===== src/rtl/pipeline_ctrl_pkg.sv =====
// Shared types and constants for the pipeline hazard/stall controller.
package pipeline_ctrl_pkg;

  localparam int unsigned REG_ADDR_W          = 5;
  localparam int unsigned MEM_TIMEOUT_DEFAULT = 255;

  typedef enum logic [1:0] {
    ST_RUN      = 2'd0,
    ST_MEM_WAIT = 2'd1,
    ST_TIMEOUT  = 2'd2
  } ctrl_state_e;

  // Source register conflicts with any in-flight writer; x0 never conflicts.
  function automatic logic src_conflict(
    input logic                  used,
    input logic [REG_ADDR_W-1:0] src,
    input logic [REG_ADDR_W-1:0] ex_rd,
    input logic                  ex_wren,
    input logic [REG_ADDR_W-1:0] mem_rd,
    input logic                  mem_wren,
    input logic [REG_ADDR_W-1:0] wb_rd,
    input logic                  wb_wren
  );
    return used && (src != '0) &&
           ((ex_wren && (ex_rd == src)) ||
            (mem_wren && (mem_rd == src)) ||
            (wb_wren && (wb_rd == src)));
  endfunction

  function automatic logic [31:0] sat_inc(input logic [31:0] value);
    return (value == '1) ? value : value + 32'd1;
  endfunction

endpackage


===== src/rtl/pipeline_ctrl_if.sv =====
// Pipeline-side inputs and stall/flush/status outputs of pipeline_ctrl.
interface pipeline_ctrl_if;
  import pipeline_ctrl_pkg::*;

  logic [REG_ADDR_W-1:0] i_id_rs1_addr;
  logic [REG_ADDR_W-1:0] i_id_rs2_addr;
  logic                  i_id_rs1_used;
  logic                  i_id_rs2_used;
  logic [REG_ADDR_W-1:0] i_ex_rd_addr;
  logic [REG_ADDR_W-1:0] i_mem_rd_addr;
  logic [REG_ADDR_W-1:0] i_wb_rd_addr;
  logic                  i_ex_rd_wren;
  logic                  i_mem_rd_wren;
  logic                  i_wb_rd_wren;
  logic                  i_mem_pc_sel;
  logic                  i_mem_insn_vld;
  logic                  i_mem_req;
  logic                  i_mem_ready;

  logic                  o_pc_stall;
  logic                  o_if_id_stall;
  logic                  o_id_ex_stall;
  logic                  o_ex_mem_stall;
  logic                  o_mem_wb_stall;
  logic                  o_if_id_flush;
  logic                  o_id_ex_flush;
  logic                  o_ex_mem_flush;
  logic                  o_mem_wb_flush;
  logic [1:0]            o_state;
  logic                  o_mem_timeout;
  logic [31:0]           o_stall_cnt;
  logic [31:0]           o_flush_cnt;

  modport master (
    output i_id_rs1_addr, i_id_rs2_addr, i_id_rs1_used, i_id_rs2_used,
           i_ex_rd_addr, i_mem_rd_addr, i_wb_rd_addr,
           i_ex_rd_wren, i_mem_rd_wren, i_wb_rd_wren,
           i_mem_pc_sel, i_mem_insn_vld, i_mem_req, i_mem_ready,
    input  o_pc_stall, o_if_id_stall, o_id_ex_stall, o_ex_mem_stall, o_mem_wb_stall,
           o_if_id_flush, o_id_ex_flush, o_ex_mem_flush, o_mem_wb_flush,
           o_state, o_mem_timeout, o_stall_cnt, o_flush_cnt
  );

  modport slave (
    input  i_id_rs1_addr, i_id_rs2_addr, i_id_rs1_used, i_id_rs2_used,
           i_ex_rd_addr, i_mem_rd_addr, i_wb_rd_addr,
           i_ex_rd_wren, i_mem_rd_wren, i_wb_rd_wren,
           i_mem_pc_sel, i_mem_insn_vld, i_mem_req, i_mem_ready,
    output o_pc_stall, o_if_id_stall, o_id_ex_stall, o_ex_mem_stall, o_mem_wb_stall,
           o_if_id_flush, o_id_ex_flush, o_ex_mem_flush, o_mem_wb_flush,
           o_state, o_mem_timeout, o_stall_cnt, o_flush_cnt
  );
endinterface


===== src/rtl/pipeline_ctrl_hazard_detect.sv =====
// RAW hazard compare of the ID sources against EX, MEM and write-through WB.
module hazard_detect
  import pipeline_ctrl_pkg::*;
(
  input  logic [REG_ADDR_W-1:0] rs1_addr,
  input  logic [REG_ADDR_W-1:0] rs2_addr,
  input  logic                  rs1_used,
  input  logic                  rs2_used,
  input  logic [REG_ADDR_W-1:0] ex_rd_addr,
  input  logic [REG_ADDR_W-1:0] mem_rd_addr,
  input  logic [REG_ADDR_W-1:0] wb_rd_addr,
  input  logic                  ex_rd_wren,
  input  logic                  mem_rd_wren,
  input  logic                  wb_rd_wren,
  output logic                  hazard
);

  always_comb begin
    hazard = src_conflict(rs1_used, rs1_addr, ex_rd_addr, ex_rd_wren,
                          mem_rd_addr, mem_rd_wren, wb_rd_addr, wb_rd_wren) ||
             src_conflict(rs2_used, rs2_addr, ex_rd_addr, ex_rd_wren,
                          mem_rd_addr, mem_rd_wren, wb_rd_addr, wb_rd_wren);
  end

endmodule


===== src/rtl/pipeline_ctrl.sv =====
// Pipeline stall/flush controller: memory-wait FSM with timeout, redirect
// and RAW-hazard priority mux, saturating performance counters.
module pipeline_ctrl
  import pipeline_ctrl_pkg::*;
#(
  parameter int unsigned MEM_TIMEOUT = MEM_TIMEOUT_DEFAULT
) (
  input  logic           i_clk,
  input  logic           i_reset,
  pipeline_ctrl_if.slave bus
);

  localparam logic [8:0] TIMEOUT_LIMIT = 9'(MEM_TIMEOUT);

  ctrl_state_e state, state_next;
  logic [7:0]  wait_cnt, wait_cnt_next;
  logic [8:0]  wait_cnt_inc;
  logic [31:0] stall_cnt, flush_cnt;
  logic        mem_wait, redirect, hazard, timed_out, redirect_taken;
  logic [4:0]  stall;
  logic [3:0]  flush;

  hazard_detect u_hazard (
    .rs1_addr    (bus.i_id_rs1_addr),
    .rs2_addr    (bus.i_id_rs2_addr),
    .rs1_used    (bus.i_id_rs1_used),
    .rs2_used    (bus.i_id_rs2_used),
    .ex_rd_addr  (bus.i_ex_rd_addr),
    .mem_rd_addr (bus.i_mem_rd_addr),
    .wb_rd_addr  (bus.i_wb_rd_addr),
    .ex_rd_wren  (bus.i_ex_rd_wren),
    .mem_rd_wren (bus.i_mem_rd_wren),
    .wb_rd_wren  (bus.i_wb_rd_wren),
    .hazard      (hazard)
  );

  assign mem_wait     = bus.i_mem_req && !bus.i_mem_ready;
  assign redirect     = bus.i_mem_pc_sel && bus.i_mem_insn_vld;
  assign wait_cnt_inc = {1'b0, wait_cnt} + 9'd1;

  always_comb begin
    state_next    = state;
    wait_cnt_next = wait_cnt;
    case (state)
      ST_RUN: begin
        wait_cnt_next = '0;
        if (mem_wait) state_next = ST_MEM_WAIT;
      end
      ST_MEM_WAIT: begin
        // Ready wins over the timeout on the cycle the limit is reached.
        if (bus.i_mem_ready) begin
          state_next    = ST_RUN;
          wait_cnt_next = '0;
        end else if (mem_wait) begin
          wait_cnt_next = wait_cnt_inc[7:0];
          if (wait_cnt_inc == TIMEOUT_LIMIT) state_next = ST_TIMEOUT;
        end
      end
      ST_TIMEOUT: state_next = ST_TIMEOUT;
      default: begin
        state_next    = ST_RUN;
        wait_cnt_next = '0;
      end
    endcase
  end

  // Reset forces the output mux to see RUN even if the register still holds TIMEOUT.
  assign timed_out = (state == ST_TIMEOUT) && !i_reset;

  always_comb begin
    stall          = '0;
    flush          = '0;
    redirect_taken = 1'b0;
    if (timed_out || mem_wait) begin
      stall = '1;
      flush = 4'b0001;
    end else if (redirect) begin
      flush          = 4'b1110;
      redirect_taken = 1'b1;
    end else if (hazard) begin
      stall = 5'b11000;
      flush = 4'b0100;
    end
  end

  always_ff @(posedge i_clk) begin
    if (i_reset) begin
      state     <= ST_RUN;
      wait_cnt  <= '0;
      stall_cnt <= '0;
      flush_cnt <= '0;
    end else begin
      state    <= state_next;
      wait_cnt <= wait_cnt_next;
      if (|stall)         stall_cnt <= sat_inc(stall_cnt);
      if (redirect_taken) flush_cnt <= sat_inc(flush_cnt);
    end
  end

  assign {bus.o_pc_stall, bus.o_if_id_stall, bus.o_id_ex_stall,
          bus.o_ex_mem_stall, bus.o_mem_wb_stall} = stall;
  assign {bus.o_if_id_flush, bus.o_id_ex_flush,
          bus.o_ex_mem_flush, bus.o_mem_wb_flush} = flush;
  assign bus.o_state       = state;
  assign bus.o_mem_timeout = (state == ST_TIMEOUT);
  assign bus.o_stall_cnt   = stall_cnt;
  assign bus.o_flush_cnt   = flush_cnt;

endmodule


===== src/flat_wrapper.sv =====
// flat-port wrapper written by rule: the top's interface ports become plain ports
module pipeline_ctrl_flat import pipeline_ctrl_pkg::*;
#(
  parameter int unsigned MEM_TIMEOUT = MEM_TIMEOUT_DEFAULT
)
  (i_clk, i_reset, bus_i_id_rs1_addr, bus_i_id_rs2_addr, bus_i_id_rs1_used, bus_i_id_rs2_used, bus_i_ex_rd_addr, bus_i_mem_rd_addr, bus_i_wb_rd_addr, bus_i_ex_rd_wren, bus_i_mem_rd_wren, bus_i_wb_rd_wren, bus_i_mem_pc_sel, bus_i_mem_insn_vld, bus_i_mem_req, bus_i_mem_ready, bus_o_pc_stall, bus_o_if_id_stall, bus_o_id_ex_stall, bus_o_ex_mem_stall, bus_o_mem_wb_stall, bus_o_if_id_flush, bus_o_id_ex_flush, bus_o_ex_mem_flush, bus_o_mem_wb_flush, bus_o_state, bus_o_mem_timeout, bus_o_stall_cnt, bus_o_flush_cnt);
  pipeline_ctrl_if bus_i ();
  input  logic i_clk;
  input  logic i_reset;
  input wire logic [$bits(bus_i.i_id_rs1_addr)-1:0] bus_i_id_rs1_addr;
  input wire logic [$bits(bus_i.i_id_rs2_addr)-1:0] bus_i_id_rs2_addr;
  input wire logic [$bits(bus_i.i_id_rs1_used)-1:0] bus_i_id_rs1_used;
  input wire logic [$bits(bus_i.i_id_rs2_used)-1:0] bus_i_id_rs2_used;
  input wire logic [$bits(bus_i.i_ex_rd_addr)-1:0] bus_i_ex_rd_addr;
  input wire logic [$bits(bus_i.i_mem_rd_addr)-1:0] bus_i_mem_rd_addr;
  input wire logic [$bits(bus_i.i_wb_rd_addr)-1:0] bus_i_wb_rd_addr;
  input wire logic [$bits(bus_i.i_ex_rd_wren)-1:0] bus_i_ex_rd_wren;
  input wire logic [$bits(bus_i.i_mem_rd_wren)-1:0] bus_i_mem_rd_wren;
  input wire logic [$bits(bus_i.i_wb_rd_wren)-1:0] bus_i_wb_rd_wren;
  input wire logic [$bits(bus_i.i_mem_pc_sel)-1:0] bus_i_mem_pc_sel;
  input wire logic [$bits(bus_i.i_mem_insn_vld)-1:0] bus_i_mem_insn_vld;
  input wire logic [$bits(bus_i.i_mem_req)-1:0] bus_i_mem_req;
  input wire logic [$bits(bus_i.i_mem_ready)-1:0] bus_i_mem_ready;
  output wire logic [$bits(bus_i.o_pc_stall)-1:0] bus_o_pc_stall;
  output wire logic [$bits(bus_i.o_if_id_stall)-1:0] bus_o_if_id_stall;
  output wire logic [$bits(bus_i.o_id_ex_stall)-1:0] bus_o_id_ex_stall;
  output wire logic [$bits(bus_i.o_ex_mem_stall)-1:0] bus_o_ex_mem_stall;
  output wire logic [$bits(bus_i.o_mem_wb_stall)-1:0] bus_o_mem_wb_stall;
  output wire logic [$bits(bus_i.o_if_id_flush)-1:0] bus_o_if_id_flush;
  output wire logic [$bits(bus_i.o_id_ex_flush)-1:0] bus_o_id_ex_flush;
  output wire logic [$bits(bus_i.o_ex_mem_flush)-1:0] bus_o_ex_mem_flush;
  output wire logic [$bits(bus_i.o_mem_wb_flush)-1:0] bus_o_mem_wb_flush;
  output wire logic [$bits(bus_i.o_state)-1:0] bus_o_state;
  output wire logic [$bits(bus_i.o_mem_timeout)-1:0] bus_o_mem_timeout;
  output wire logic [$bits(bus_i.o_stall_cnt)-1:0] bus_o_stall_cnt;
  output wire logic [$bits(bus_i.o_flush_cnt)-1:0] bus_o_flush_cnt;
  assign bus_i.i_id_rs1_addr = bus_i_id_rs1_addr;
  assign bus_i.i_id_rs2_addr = bus_i_id_rs2_addr;
  assign bus_i.i_id_rs1_used = bus_i_id_rs1_used;
  assign bus_i.i_id_rs2_used = bus_i_id_rs2_used;
  assign bus_i.i_ex_rd_addr = bus_i_ex_rd_addr;
  assign bus_i.i_mem_rd_addr = bus_i_mem_rd_addr;
  assign bus_i.i_wb_rd_addr = bus_i_wb_rd_addr;
  assign bus_i.i_ex_rd_wren = bus_i_ex_rd_wren;
  assign bus_i.i_mem_rd_wren = bus_i_mem_rd_wren;
  assign bus_i.i_wb_rd_wren = bus_i_wb_rd_wren;
  assign bus_i.i_mem_pc_sel = bus_i_mem_pc_sel;
  assign bus_i.i_mem_insn_vld = bus_i_mem_insn_vld;
  assign bus_i.i_mem_req = bus_i_mem_req;
  assign bus_i.i_mem_ready = bus_i_mem_ready;
  assign bus_o_pc_stall = bus_i.o_pc_stall;
  assign bus_o_if_id_stall = bus_i.o_if_id_stall;
  assign bus_o_id_ex_stall = bus_i.o_id_ex_stall;
  assign bus_o_ex_mem_stall = bus_i.o_ex_mem_stall;
  assign bus_o_mem_wb_stall = bus_i.o_mem_wb_stall;
  assign bus_o_if_id_flush = bus_i.o_if_id_flush;
  assign bus_o_id_ex_flush = bus_i.o_id_ex_flush;
  assign bus_o_ex_mem_flush = bus_i.o_ex_mem_flush;
  assign bus_o_mem_wb_flush = bus_i.o_mem_wb_flush;
  assign bus_o_state = bus_i.o_state;
  assign bus_o_mem_timeout = bus_i.o_mem_timeout;
  assign bus_o_stall_cnt = bus_i.o_stall_cnt;
  assign bus_o_flush_cnt = bus_i.o_flush_cnt;
  pipeline_ctrl #(.MEM_TIMEOUT(MEM_TIMEOUT)) u_core (.i_clk(i_clk), .i_reset(i_reset), .bus(bus_i));
endmodule

===== config.mk =====
export PLATFORM = sky130hd
export DESIGN_NAME = pipeline_ctrl_flat
export DESIGN_NICKNAME = d
export VERILOG_FILES = /design/src/rtl/pipeline_ctrl_pkg.sv /design/src/rtl/pipeline_ctrl_if.sv /design/src/rtl/pipeline_ctrl_hazard_detect.sv /design/src/rtl/pipeline_ctrl.sv /design/src/flat_wrapper.sv
export SDC_FILE = /design/constraint.sdc
export NUM_CORES = 1
export LEC_CHECK = 0
export ABC_AREA = 1
export CAP_MARGIN = 20
export CORE_MARGIN = 4
export CORE_UTILIZATION = 37
export CTS_CLUSTER_DIAMETER = 50
export CTS_CLUSTER_SIZE = 30
export DETAILED_ROUTE_END_ITERATION = 10
export DONT_BUFFER_PORTS = 1
export GPL_TIMING_DRIVEN = 0
export PLACE_DENSITY = 0.6
export RECOVER_POWER = 100
export SLEW_MARGIN = 5
export SYNTH_ARGS = -nofsm -noshare
export SYNTH_HDL_FRONTEND = slang
export SYNTH_SLANG_ARGS = --single-unit

===== constraint.sdc =====
create_clock -name i_clk -period 2.25 [get_ports i_clk]
set_input_delay 0.45 -clock i_clk [delete_from_list [all_inputs] [get_ports i_clk]]
set_output_delay 0.45 -clock i_clk [all_outputs]
set_load 0.01 [all_outputs]

# After elaboration in Yosys (flattened, before gate mapping)
# Cells that the tools add are included.
dict set report totals {
  regBits 74
  in_bits 36
  out_inout_bits 76
  word_cells 69
}
dict set report classes {
  addsub 3
  eq_ne 14
  mux 16
  bitwise 3
  reduce_logical 29
}
# cell count
set op_table {}
lappend op_table {{$add A32 B1 Y32 const B} 2}
lappend op_table {{$eq A32 B32 Y1 const B} 2}
lappend op_table {{$eq A5 B5 Y1} 6}
lappend op_table {{$mux W8} 2}
lappend op_table {{$pmux W8 S2} 1}
lappend op_table {{$mux W5} 3}
lappend op_table {{$logic_and A1 B1 Y1} 13}
lappend op_table {{$reduce_bool A5 Y1} 2}
lappend op_table {{$add A8 B1 Y9 const B} 1}
lappend op_table {{$eq A9 B8 Y1 const B} 1}
lappend op_table {{$mux W2} 4}
lappend op_table {{$mux W4} 2}
lappend op_table {{$logic_or A1 B1 Y1} 6}
lappend op_table {{$ne A3 B2 Y1 const B} 2}
lappend op_table {{$pmux W2 S3} 1}
lappend op_table {{$reduce_and A2 Y1} 3}
lappend op_table {{$reduce_or A5 Y1} 1}
lappend op_table {{$mux W3} 1}
lappend op_table {{$not A1 Y1} 3}
lappend op_table {{$reduce_and A3 Y1} 1}
lappend op_table {{$eq A2 B1 Y1 const B} 1}
lappend op_table {{$eq A2 B2 Y1 const B} 1}
lappend op_table {{$logic_not A1 Y1} 2}
lappend op_table {{$logic_not A2 Y1} 1}
lappend op_table {{other kinds (2)} 3}

# Depth between registers and ports, before layout
# Gate-level depths: netlist of run 1.
dict set report logic_depth {
  word_depth 11
  mapped_depth 13
  ltp_nobuf 12
}

# Hierarchy
# From an unflattened synthesis of run 1, not the netlist that was laid out.
dict set report hier_totals {
  hier_cells 907
  hier_area_um2 5235.0
}
# module instances cells_per_inst area_per_inst_um2 seq_area_each_um2
set by_module_without_submodules {}
lappend by_module_without_submodules {pipeline_ctrl 1 764 4669.5 1481.4}
lappend by_module_without_submodules {hazard_detect 1 143 565.5 0.0}

# Worst setup path after synthesis of run 1
# OpenSTA, ideal clock, no wires.
dict set report synth_path {
  path_kind {register to output}
  startpoint {reg u_core.state[1] (netlist: u_core.bus.o_state[1])}
  endpoint {out bus_o_id_ex_flush}
  arrival_time_ps 1601
  required_time_ps 1800
  slack_ps 199
  stages_incl_launch_ff 10
  path_buffers 2
  path_cell_list {dfxtp_1 -> inv_1 -> nor2_2 -> inv_2 -> o21ai_4 -> nor2_4 -> inv_2 -> buf_4 -> buf_4 -> o21ai_0}
}
dict set report synth_via {
  elab_chain_cells 4
}
# item line
set synth_rtl {}
lappend synth_rtl {{start, declared} pipeline_ctrl.sv:15} ;# ctrl_state_e state, state_next;
lappend synth_rtl {{start signal, assigned} pipeline_ctrl.sv:93} ;# state <= state_next;
lappend synth_rtl {{$eq A2 B2 Y1} n/a}
lappend synth_rtl {{net bus_o_mem_timeout} flat_wrapper.sv:34} ;# output wire logic [$bits(bus_i.o_mem_timeout)-1:0] bus_o_mem_timeout;
lappend synth_rtl {{$logic_and A1 B1 Y1} pipeline_ctrl.sv:68} ;# assign timed_out = (state == ST_TIMEOUT) && !i_reset;
lappend synth_rtl {{$logic_or A1 B1 Y1} pipeline_ctrl.sv:74} ;# if (timed_out || mem_wait) begin
lappend synth_rtl {{$mux W4} pipeline_ctrl.sv:74}
lappend synth_rtl {{end, declared} flat_wrapper.sv:30} ;# output wire logic [$bits(bus_i.o_id_ex_flush)-1:0] bus_o_id_ex_flush;
# The timed path passes the listed nets, and every way through them passes these cells.

# Worst setup path in the final report of run 1
dict set report layout_path {
  startpoint {reg u_core.state[1] (netlist: u_core.bus.o_state[1])}
  endpoint {out bus_o_pc_stall}
}
dict set report layout_via {
  elab_chain_cells 4
}
# item line
set layout_rtl {}
lappend layout_rtl {{$eq A2 B2 Y1} n/a}
lappend layout_rtl {{net bus_o_mem_timeout} flat_wrapper.sv:34}
lappend layout_rtl {{$logic_and A1 B1 Y1} pipeline_ctrl.sv:68}
lappend layout_rtl {{$logic_or A1 B1 Y1} pipeline_ctrl.sv:74}
lappend layout_rtl {{$mux W5} pipeline_ctrl.sv:74}
lappend layout_rtl {{end, declared} flat_wrapper.sv:24} ;# output wire logic [$bits(bus_i.o_pc_stall)-1:0] bus_o_pc_stall;
# The timed path passes the listed nets, and every way through them passes these cells.

==> results by group, run 1 <==
Clock network
  • Worst-skew pair later-pin latency: ~0.34 ns
  • Worst-path clk slew: 0.06 ns
  • Clock tree buffer depth: 2
  • H-tree level count: 3
  • CTS tree: yes
  • Total CTS buffers: 9
  • Clk root buf: clkbuf_16
  • Clock sink total: 74

Routing
  • Post-detailed-route wirelength per cell: 14.0 µm
  • Routed vias: 5368
  • First-pass DRT Iterations: 5
  • DRT iter0 DRCs: ~340
  • DRC: 0
  • Vias per cell: 4.93
  • Antenna Nets Post-Route: 0
  • DRT Wirelength: around 15000 µm

Global routing
  • Initial antenna violation count: 0
  • First-pass GRT wire length: about 25000 µm
  • Gr usage total: 0.187
  • Vias in the first global route: ~4900
  • GR Overflow Total: 0
  • Pin count of the biggest net entering global routing: 20

Floorplanning
  • Die area: 16200 µm²
  • Core footprint: 13900 µm²
  • Die Height: 127 µm
  • Initial core utilization: 0.378
  • Io pins: roughly 110
  • Die Wd: between 100 and 150 µm
  • Row cnt: 43

Timing
  • Min Tclk post-route: 2.32 ns
  • Clock Skews: 0.00729 ns
  • Final worst path period share: 1.03
  • Worst Tran Pin Value: 0.627 ns
  • WHS: ~0.40 ns
  • Final Worst Setup Slack: -0.0674 ns
  • Final number of max-transition violations: 0
  • Setup TNS: -0.0674 ns
  • Max Freq: 432 MHz
  • Slew headroom: 0.582
  • RSZ-0062 raised after global routing: yes
  • Final hold violations: 0
  • Final setup violation count: 1

Synthesis
  • Sequential area share after synthesis: 0.281
  • Post-synth EDFFs: 0
  • Syn_nets: 931
  • Yosys warning total: 0
  • Ys flop type: dfxtp_1
  • Cells after Synth: 891
  • Mapped Area: 5270 µm²
  • Synth Register Bits: 74
  • Async S/R FF share, synth: 0
  • Post-synth cell types: between 40 and 50
  • Syn_area_per_cell: 5.91 µm²

Critical path
  • Worst setup path class: reg2out
  • Worst R2R Path Depth: 10
  • Worst EP required: 1.80 ns
  • Startpoint types: register
  • Max FO, Critical Path: 7
  • Arr. time, crit path: 1.87 ns
  • Crit path capture type: output port

Power and ir drop
  • Leak: 2.49 nW
  • Max VDD drop: 0.000359 V
  • Pwr/cell area: between 500 and 600 nW/µm²

Final layout
  • Layout Utilization: 0.422
  • Layout cells sized above 1: 0.0814
  • Leading cell types in the layout, fill and taps excluded: nand2_1 (246), inv_1 (138), nor2_1 (137)
  • Area delta synth->final: 11.6%
  • Antenna cell count: 0
  • Leading cell type in the layout, fill and taps excluded: nand2_1
  • Nets@finish: about 940
  • Finished Layout Cells: approximately 1100
  • Fill cells: 1547

Outcome
  • Outcome: complete, but fails checks
  • Failing checks: setup timing

Run
  • Max Cap Viol: 0

Placement
  • Number of I/O port buffers: 0
  • Pre-CTS setup slack: -0.273 ns
  • DP Wirelength: 12100 µm
  • GP Congestion: 0.879
  • Placed Instances: 1071

Worst hold path
  • Hold Crit Class: in2reg
  • Worst Hold Depth: 3
-- repair_timing --
| item | 4_1_cts | 5_1_grt |
|---|---|---|
| resized for setup | 13 | 4 |
| hold buffers | 0 | 0 |
| setup buffers | 1 | 2 |
| pin swaps | 3 | 3 |
| cloned | 0 | 0 |
| setup endpoints to repair | 4 | 24 |
-- state kept, by name, indices dropped and copies added (netlist names) --
name	flops
u_core.bus.o_stall_cnt	32
u_core.bus.o_state	2
u_core.wait_cnt	8
u_core.bus.o_flush_cnt	32
-- critical path, cell delays in order (launching register included) --
cell,delay [ns]
dfxtp_4,0.38
inv_2,0.05
nor2_4,0.14
inv_2,0.07
o21ai_4,0.38
nor2_4,0.15
a21oi_4,0.23
buf_6,0.13
-- Yosys cell counts (3+ instances only) --
cell | instances | share of area
buf_2 | 7 | 0.0067
ha_1 | 4 | 0.0095
nor2_2 | 6 | 0.0071
o21ai_0 | 28 | 0.027
buf_4 | 10 | 0.014
inv_1 | 138 | 0.098
buf_6 | 5 | 0.011
xor2_1 | 18 | 0.030
o21ai_1 | 4 | 0.0038
clkbuf_1 | 4 | 0.0028
dfxtp_1 | 74 | 0.28
or2_2 | 3 | 0.0036
nor3_1 | 19 | 0.018
nand2_1 | 246 | 0.18
xnor2_1 | 5 | 0.0083
nand3_1 | 72 | 0.068
a21oi_1 | 37 | 0.035
nand3_2 | 3 | 0.0057
inv_2 | 4 | 0.0028
nand2_2 | 5 | 0.0059
nand4_1 | 36 | 0.043
nor2_1 | 137 | 0.098
-- metrics by stage --
step / cell area (µm²) / total power [mW]
finish: 5880 / 3.35
global route: 5880 / 3.51
floorplan: 5270 / 1.66
global placement: 5490 / 1.75
detailed placement: 5490 / 1.76
CTS: 5870 / 3.40
-- metal layers --
layer,global-route usage,part of all wire
met5,0,0
met4,0.0555,0.013
met3,0.0761,0.078
met2,0.295,0.45
met1,0.235,0.46
-- report_power, final --
part,switching [mW],internal (mW),total (mW)
sequential,0.0412,1.33,1.37
combinational,0.238,0.121,0.359
clock,0.585,1.04,1.62
total,0.864,2.49,3.35
-- final timing paths --
check	startpoint	end	slack, ns
setup reg to reg	u_core.bus.o_flush_cnt[16]	u_core.bus.o_flush_cnt[0]	0.13
hold / removal	bus_i_mem_ready	u_core.bus.o_state[1]	0.40
hold reg to reg	u_core.wait_cnt[5]	u_core.wait_cnt[5]	0.48
setup / recovery	u_core.bus.o_state[1]	bus_o_pc_stall	-0.07
-- cell families (layout without fill, tap and decap cells) --
family | after synthesis | count (layout) | share of synthesized area
flip-flops | 74 | 74 | 0.281
AO/OA/AOI/OAI | 76 | 76 | 0.0770
buffers and inverters | 172 | 190 | 0.139
adder cells (fa/ha/maj) | 4 | 4 | 0.00950
XOR/XNOR | 23 | 23 | 0.0382
AND/OR/NAND/NOR | 542 | 542 | 0.455
-- final cells by class --
| cell class | count | area [µm²] | area share |
|---|---|---|---|
| clock inverter | 5 | 83.8 | 0.0143 |
| timing repair buffer | 3 | 22.5 | 0.00383 |
| inverter | 144 | 543 | 0.0924 |
| clock buffer | 11 | 253 | 0.0430 |
| buffer | 27 | 190 | 0.0324 |
| sequential | 74 | 1490 | 0.253 |
| tap | 180 | 225 | 0.0383 |
| multi-input combinational | 645 | 3070 | 0.523 |
No activity file was read; power rests on OpenSTA's default activity.
==> inputs of run 2 (changes only) <==
Settings changed: GPL_TIMING_DRIVEN 0 to unset.
==> run 2 against run 1 <==
The flow now finishes without violations; utilization decreased by 0.42 points; routed wire length shrank 3.9%; worst hold slack worse by 0.23 ns; critical path depth grew 1; global-route usage down 0.54 points; sequential share of layout area is 0.23 points higher; power shrank 9.1%; final cell count rose by 0.55%; combinational power decreased by 5%; clock-buffer cell count is 2 higher; sequential cell count did not move; largest cell class unchanged.
==> results by group, run 2 (synthesized netlist as in run 1, its figures left out) <==
Routing
  • Routed vias: 5374 (+0.11%)
  • DRT iter0 DRCs: 342 (-0.58%)
  • Vias per cell: 4.91 (-0.44%)
  • DRT Wirelength: 14600 µm (-3.9%)
  • DRC: 0 (unchanged)
  • Post-detailed-route wirelength per cell: 13.4 µm (-4.4%)
  • First-pass DRT Iterations: 5 (unchanged)
  • Antenna Nets Post-Route: 0 (unchanged)

Global routing
  • Gr usage total: 0.182 (-0.00539)
  • First-pass GRT wire length: 24100 µm (-1.8%)
  • GR Overflow Total: 0 (unchanged)
  • Met3 Use GR: 0.0577 (-0.0184)
  • Pin count of the biggest net entering global routing: 50 (+150%)
  • Initial antenna violation count: 0 (unchanged)
  • GRT met2 Usage: 0.277 (-0.0183)
  • Vias in the first global route: 4848 (-1.6%)
  • GRT busiest layer: met2
  • Met1 usage: 0.237 (+0.00213)

Final layout
  • Finished Layout Cells: 1095 (+0.55%)
  • Antenna cell count: 0 (unchanged)
  • Area delta synth->final: 10.5%
  • Leading cell type in the layout, fill and taps excluded: nand2_1
  • Nets@finish: 951 (+0.74%)
  • Layout cells sized above 1: 0.0634 (-0.0180)
  • Leading cell types in the layout, fill and taps excluded: nand2_1 (247), inv_1 (138), nor2_1 (137)

Critical path
  • Crit-path slowest cell: dfxtp_4
  • Worst path max stage delay: 0.37 ns (about the same)
  • Worst EP required: 1.80 ns (about the same)
  • Worst setup path class: reg2out
  • R2r setup slk: 0.22 ns (+0.09 ns)
  • Arr. time, crit path: 1.71 ns (-0.16 ns)
  • Startpoint types: register
  • Worst path most repeated cell: inv_2
  • Critical R2R Launch: u_core.bus.o_stall_cnt[24]
  • Worst R2R Path Depth: 11 (+1)
  • Crit path capture type: output port
  • FF-to-FF End: u_core.bus.o_stall_cnt[16]
  • Critical path origin: u_core.bus.o_state[1]
  • Max FO, Critical Path: 4 (-3)
  • Crit-path cells: inv_1, nor2_4, inv_2, o21ai_4, buf_12, inv_2, a21oi_2, buf_4

Timing
  • Final setup violation count: 0 (-1)
  • Min Tclk post-route: 2.16 ns (-0.156 ns)
  • Max Freq: 463 MHz (+7.2%)
  • RSZ-0062 raised after global routing: no
  • Final number of max-transition violations: 0 (unchanged)
  • Worst Tran Pin Value: 0.557 ns (-0.0693 ns)
  • Setup TNS: 0 ns (+0.0674 ns)
  • Slew headroom: 0.626 (+0.0439)
  • Clock Skews: 0.00434 ns (-0.00295 ns)
  • WHS: 0.174 ns (-0.228 ns)
  • Final hold violations: 0 (unchanged)
  • Final Worst Setup Slack: 0.0890 ns (+0.156 ns)
  • Final worst path period share: 0.960 (-0.0695)

Placement
  • DP Wirelength: 11100 µm (-7.6%)
  • Placed Instances: 1077 (+0.56%)
  • Pre-CTS setup slack: 0.199 ns (+0.472 ns)
  • Number of I/O port buffers: 0 (unchanged)
  • GP Congestion: 0.899 (+2.3%)

Floorplanning
  • Die Height: 127 µm (unchanged)
  • Die area: 16200 µm² (unchanged)
  • Core footprint: 13900 µm² (unchanged)
  • Io pins: 112 (unchanged)
  • Row cnt: 43 (unchanged)
  • Initial core utilization: 0.378 (unchanged)
  • Die Wd: 127 µm (unchanged)

Clock network
  • Clock sink total: 74 (unchanged)
  • Total CTS buffers: 9 (unchanged)
  • Clk root buf: clkbuf_16
  • H-tree level count: 3 (unchanged)
  • Clock tree buffer depth: 2 (unchanged)
  • Worst-skew pair later-pin latency: 0.34 ns (about the same)
  • Hold_buf cts: 0 (unchanged)
  • CTS tree: yes
  • Worst-path clk slew: 0.06 ns (about the same)

Power and ir drop
  • Clock share of power: 0.442 (-0.041)
  • Pwr/cell area: 524 nW/µm² (-8.2%)
  • Sw Pwr: 0.802 mW (-7.2%)
  • Cell Int Power: 2.25 mW (-9.8%)
  • Leak: 2.45 nW (-1.9%)
  • Logic gate share of total power: 0.112 (+0.005)
  • Sequential Power Share: 0.446 (+0.036)
  • Total chip power: 3.05 mW (-9.1%)
  • Sw frac: 0.263 (+0.00530)
  • Max VDD drop: 0.000297 V (-17%)

Worst hold path
  • Worst Hold Depth: 1 (-2)
  • Worst Hold End: u_core.bus.o_flush_cnt[31]
  • Hold Crit Class: in2reg
  • Hold wc startpoint: i_reset

Run
  • Max Cap Viol: 0 (unchanged)

Outcome
  • Outcome: finished, final reports clean
[run 2: cell count changes in the layout (fill, tap and decap cells not counted), sizes merged]
cell and change:
clkbuf +20, buf -11, bufinv -2, clkinv +1, clkinvlp -1, inv -1
[run 2: per-layer routing]
metal	vias to the layer above	wire length, µm
li1	2841	-
met1	2355	6730
met2	152	6440
met3	26	1110
met4	0	369
met5	-	0
[run 2: critical path, delay by kind of cell, from the launching register on]
| kind | cells | cell delay, ns |
|---|---|---|
| buf+inv | 5 | 0.50 |
| flops | 1 | 0.37 |
| compound gates | 2 | 0.33 |
| simple gates | 1 | 0.17 |
[run 2: area by class of cell]
class	instances	area [µm²]
inverters	144	543
multi-input cells	645	3060
clock inverters	2	12.5
repair buffers	37	238
clock buffers	13	260
well taps	180	225
fillers	1537	8120
flip-flops and latches	74	1490
[run 2: stage by stage]
step	instance area, µm²	utilization
floorplan	5270	-
global placement	5600	0.402
detailed placement	5600	0.402
CTS	5890	0.422
global route	5820	0.418
finish	5820	0.418
[run 2: worst max path at each step]
stage	end	depth (start not counted)
CTS	bus_o_pc_stall	7
floorplan	bus_o_id_ex_flush	9
global route	bus_o_if_id_stall	8
finish	bus_o_pc_stall	8
global placement	bus_o_pc_stall	11
detailed placement	bus_o_pc_stall	7
[run 2: what timing repair did]
| action | CTS | global route |
|---|---|---|
| pin swaps | 1 | 2 |
| setup endpoints to repair | 3 | 3 |
| gates cloned | 0 | 0 |
| setup buffers | 1 | 2 |
| gates resized for setup | 3 | 2 |
[run 2: power groups by stage]
| stage | logic [mW] | registers (mW) | clock network [mW] |
|---|---|---|---|
| finish | 0.341 | 1.36 | 1.35 |
| global route | 0.392 | 1.36 | 1.46 |
| CTS | 0.348 | 1.36 | 1.40 |
| detailed placement | 0.344 | 1.39 | 0 |
| global placement | 0.344 | 1.39 | 0 |
| floorplan | 0.270 | 1.39 | 0 |
==> inputs of run 3 (changes only) <==
==> constraint.sdc (replaced) <==
create_clock -name i_clk -period 2.25 [get_ports i_clk]
set_input_delay 0.3375 -clock i_clk [delete_from_list [all_inputs] [get_ports i_clk]]
set_output_delay 0.3375 -clock i_clk [all_outputs]
set_load 0.01 [all_outputs]
==> run 3 against run 2 <==
Critical path type unchanged; critical path depth did not move; highest routed layer unchanged; register-to-register slack barely moved; first-iteration DRC count fell by 11%; routed wire length fell by 1.4%; clock skew rose by 0.0042 ns; power rose by 0.49%; critical endpoint is now bus_o_id_ex_flush.
==> results by group, run 3 (synthesized netlist as in run 1, its figures left out) <==
Global routing
  • Initial antenna violation count: 0 (unchanged)
  • First-pass GRT wire length: 24000 µm (-0.46%)
  • Pin count of the biggest net entering global routing: 50 (unchanged)
  • Gr usage total: 0.180 (-0.00185)
  • GR Overflow Total: 0 (unchanged)
  • Vias in the first global route: 4837 (-0.23%)

Clock network
  • Clock tree buffer depth: 2 (unchanged)
  • Clock sink total: 74 (unchanged)
  • Worst-path clk slew: 0.06 ns (about the same)
  • H-tree level count: 3 (unchanged)
  • Total CTS buffers: 9 (unchanged)
  • Worst-skew pair later-pin latency: 0.34 ns (about the same)
  • Clk root buf: clkbuf_16
  • CTS tree: yes

Routing
  • Antenna Nets Post-Route: 0 (unchanged)
  • Vias per cell: 4.89 (-0.38%)
  • Post-detailed-route wirelength per cell: 13.2 µm (-1.1%)
  • DRT iter0 DRCs: 306 (-11%)
  • DRT Wirelength: 14400 µm (-1.4%)
  • Routed vias: 5339 (-0.65%)
  • First-pass DRT Iterations: 4 (-1)
  • DRC: 0 (unchanged)

Power and ir drop
  • Total chip power: 3.06 mW (+0.49%)
  • Leak: 2.40 nW (-1.7%)
  • Pwr/cell area: 531 nW/µm² (+1.3%)
  • Max VDD drop: 0.000313 V (+5.1%)

Final layout
  • Leading cell types in the layout, fill and taps excluded: nand2_1 (247), inv_1 (138), nor2_1 (137)
  • Layout Utilization: 0.414 (-0.00332)
  • Layout cells sized above 1: 0.0603 (-0.00308)
  • Finished Layout Cells: 1092 (-0.27%)
  • Nets@finish: 947 (-0.42%)
  • Area delta synth->final: 9.60%
  • Leading cell type in the layout, fill and taps excluded: nand2_1
  • Antenna cell count: 0 (unchanged)

Critical path
  • Worst R2R Path Depth: 10 (-1)
  • Critical R2R Launch: u_core.bus.o_flush_cnt[0]
  • Crit-path slowest cell: dfxtp_2
  • Worst setup path class: reg2out
  • Startpoint types: register
  • R2r setup slk: 0.23 ns (about the same)
  • Worst path max stage delay: 0.37 ns (about the same)
  • Crit-path cells: inv_1, nor2_4, inv_2, o21ai_4, nor2_4, inv_2, o21ai_1, clkbuf_4
  • Worst EP required: 1.91 ns (+0.11 ns)
  • Crit path capture type: output port
  • Arr. time, crit path: 1.77 ns (+0.06 ns)
  • Max FO, Critical Path: 5 (+1)
  • FF-to-FF End: u_core.bus.o_flush_cnt[9]

Worst hold path
  • Worst Hold End: u_core.bus.o_state[0]
  • Hold Crit Class: in2reg
  • Hold wc startpoint: i_reset
  • Worst Hold Depth: 1 (unchanged)

Floorplanning
  • Die Height: 127 µm (unchanged)
  • Core footprint: 13900 µm² (unchanged)
  • Initial core utilization: 0.378 (unchanged)
  • Die area: 16200 µm² (unchanged)
  • Row cnt: 43 (unchanged)
  • Io pins: 112 (unchanged)
  • Die Wd: 127 µm (unchanged)

Timing
  • Setup TNS: 0 ns (unchanged)
  • Worst Tran Pin Value: 0.586 ns (+0.0290 ns)
  • Final worst path period share: 0.938 (-0.0220)
  • Final setup violation count: 0 (unchanged)
  • RSZ-0062 raised after global routing: no
  • Final number of max-transition violations: 0 (unchanged)
  • Min Tclk post-route: 2.11 ns (-0.0496 ns)
  • Final hold violations: 0 (unchanged)
  • Slew headroom: 0.607 (-0.0195)
  • WHS: 0.0561 ns (-0.118 ns)
  • Max Freq: 474 MHz (+2.3%)
  • Clock Skews: 0.00854 ns (+0.00420 ns)

Run
  • Max Cap Viol: 0 (unchanged)

Placement
  • Number of I/O port buffers: 0 (unchanged)
  • DP Wirelength: 11200 µm (+0.49%)
  • Placed Instances: 1076 (-0.093%)
  • GP Congestion: 0.908 (+0.93%)

Outcome
  • Outcome: finished, final reports clean
==> run 3: changes by cell type in the layout (fill, tap and decap cells not counted), moves of 2 or more <==
cell | before | now
buf_4 | 9 | 4
dfxtp_2 | 0 | 2
inv_6 | 0 | 2
nand3_2 | 3 | 1
==> run 3: what timing repair did <==
| action | in CTS | in global routing |
|---|---|---|
| hold buffers | 0 | 0 |
| resized for setup | 2 | 4 |
| buffers inserted | 0 | 0 |
| pin swaps | 0 | 3 |
| endpoints found under the setup margin | 3 | 2 |
==> run 3: how the worst max path moves through the flow <==
stage | end | cells past startpoint | start | slack, ns
4_1_cts | bus_o_id_ex_flush | 8 | u_core.bus.o_state[1] | 0.02
5_1_grt | bus_o_id_ex_flush | 8 | u_core.bus.o_state[1] | 0.01
3_3_place_gp | u_core.bus.o_stall_cnt[14] | 11 | u_core.bus.o_stall_cnt[2] | 0.29
2_1_floorplan | bus_o_id_ex_flush | 9 | u_core.bus.o_state[1] | 0.31
3_5_place_dp | u_core.bus.o_stall_cnt[16] | 11 | u_core.bus.o_stall_cnt[2] | 0.25
6_report | bus_o_id_ex_flush | 8 | u_core.bus.o_state[1] | 0.14
==> run 3: worst max-delay path: cells and delay by family, from the launching register on <==
family | cells | cell delay (ns)
AND/OR/NAND/NOR | 2 | 0.29
buffers and inverters | 4 | 0.41
flip-flops | 1 | 0.37
AO/OA/AOI/OAI | 2 | 0.35
==> run 3: metrics by stage <==
step / setup WS [ns] / instance area (µm²)
floorplan: 0.311 / 5270
global placement: 0.288 / 5590
detailed placement: 0.250 / 5590
CTS: 0.0186 / 5880
global route: 0.0108 / 5770
finish: 0.139 / 5770
==> run 3: area by class of cell <==
type / count / area, µm²
fillers: 1547 / 8160
multi-input cells: 645 / 3050
flip-flops and latches: 74 / 1480
inverters: 144 / 543
clock buffers: 11 / 243
well taps: 180 / 225
repair buffers: 33 / 193
clock inverters: 5 / 37.5
==> run 3: power by group <==
group | total (mW) | switching, mW | internal [mW]
Combinational | 0.329 | 0.220 | 0.109
Clock | 1.37 | 0.586 | 0.783
Sequential | 1.37 | 0.0309 | 1.33
==> run 3: per-layer routing <==
metal / vias up / track usage / part of all wire
li1: 2829 / - / -
met1: 2371 / 0.237 / 0.47
met2: 119 / 0.275 / 0.44
met3: 20 / 0.0652 / 0.073
met4: 0 / 0.0562 / 0.019
met5: - / 0 / 0
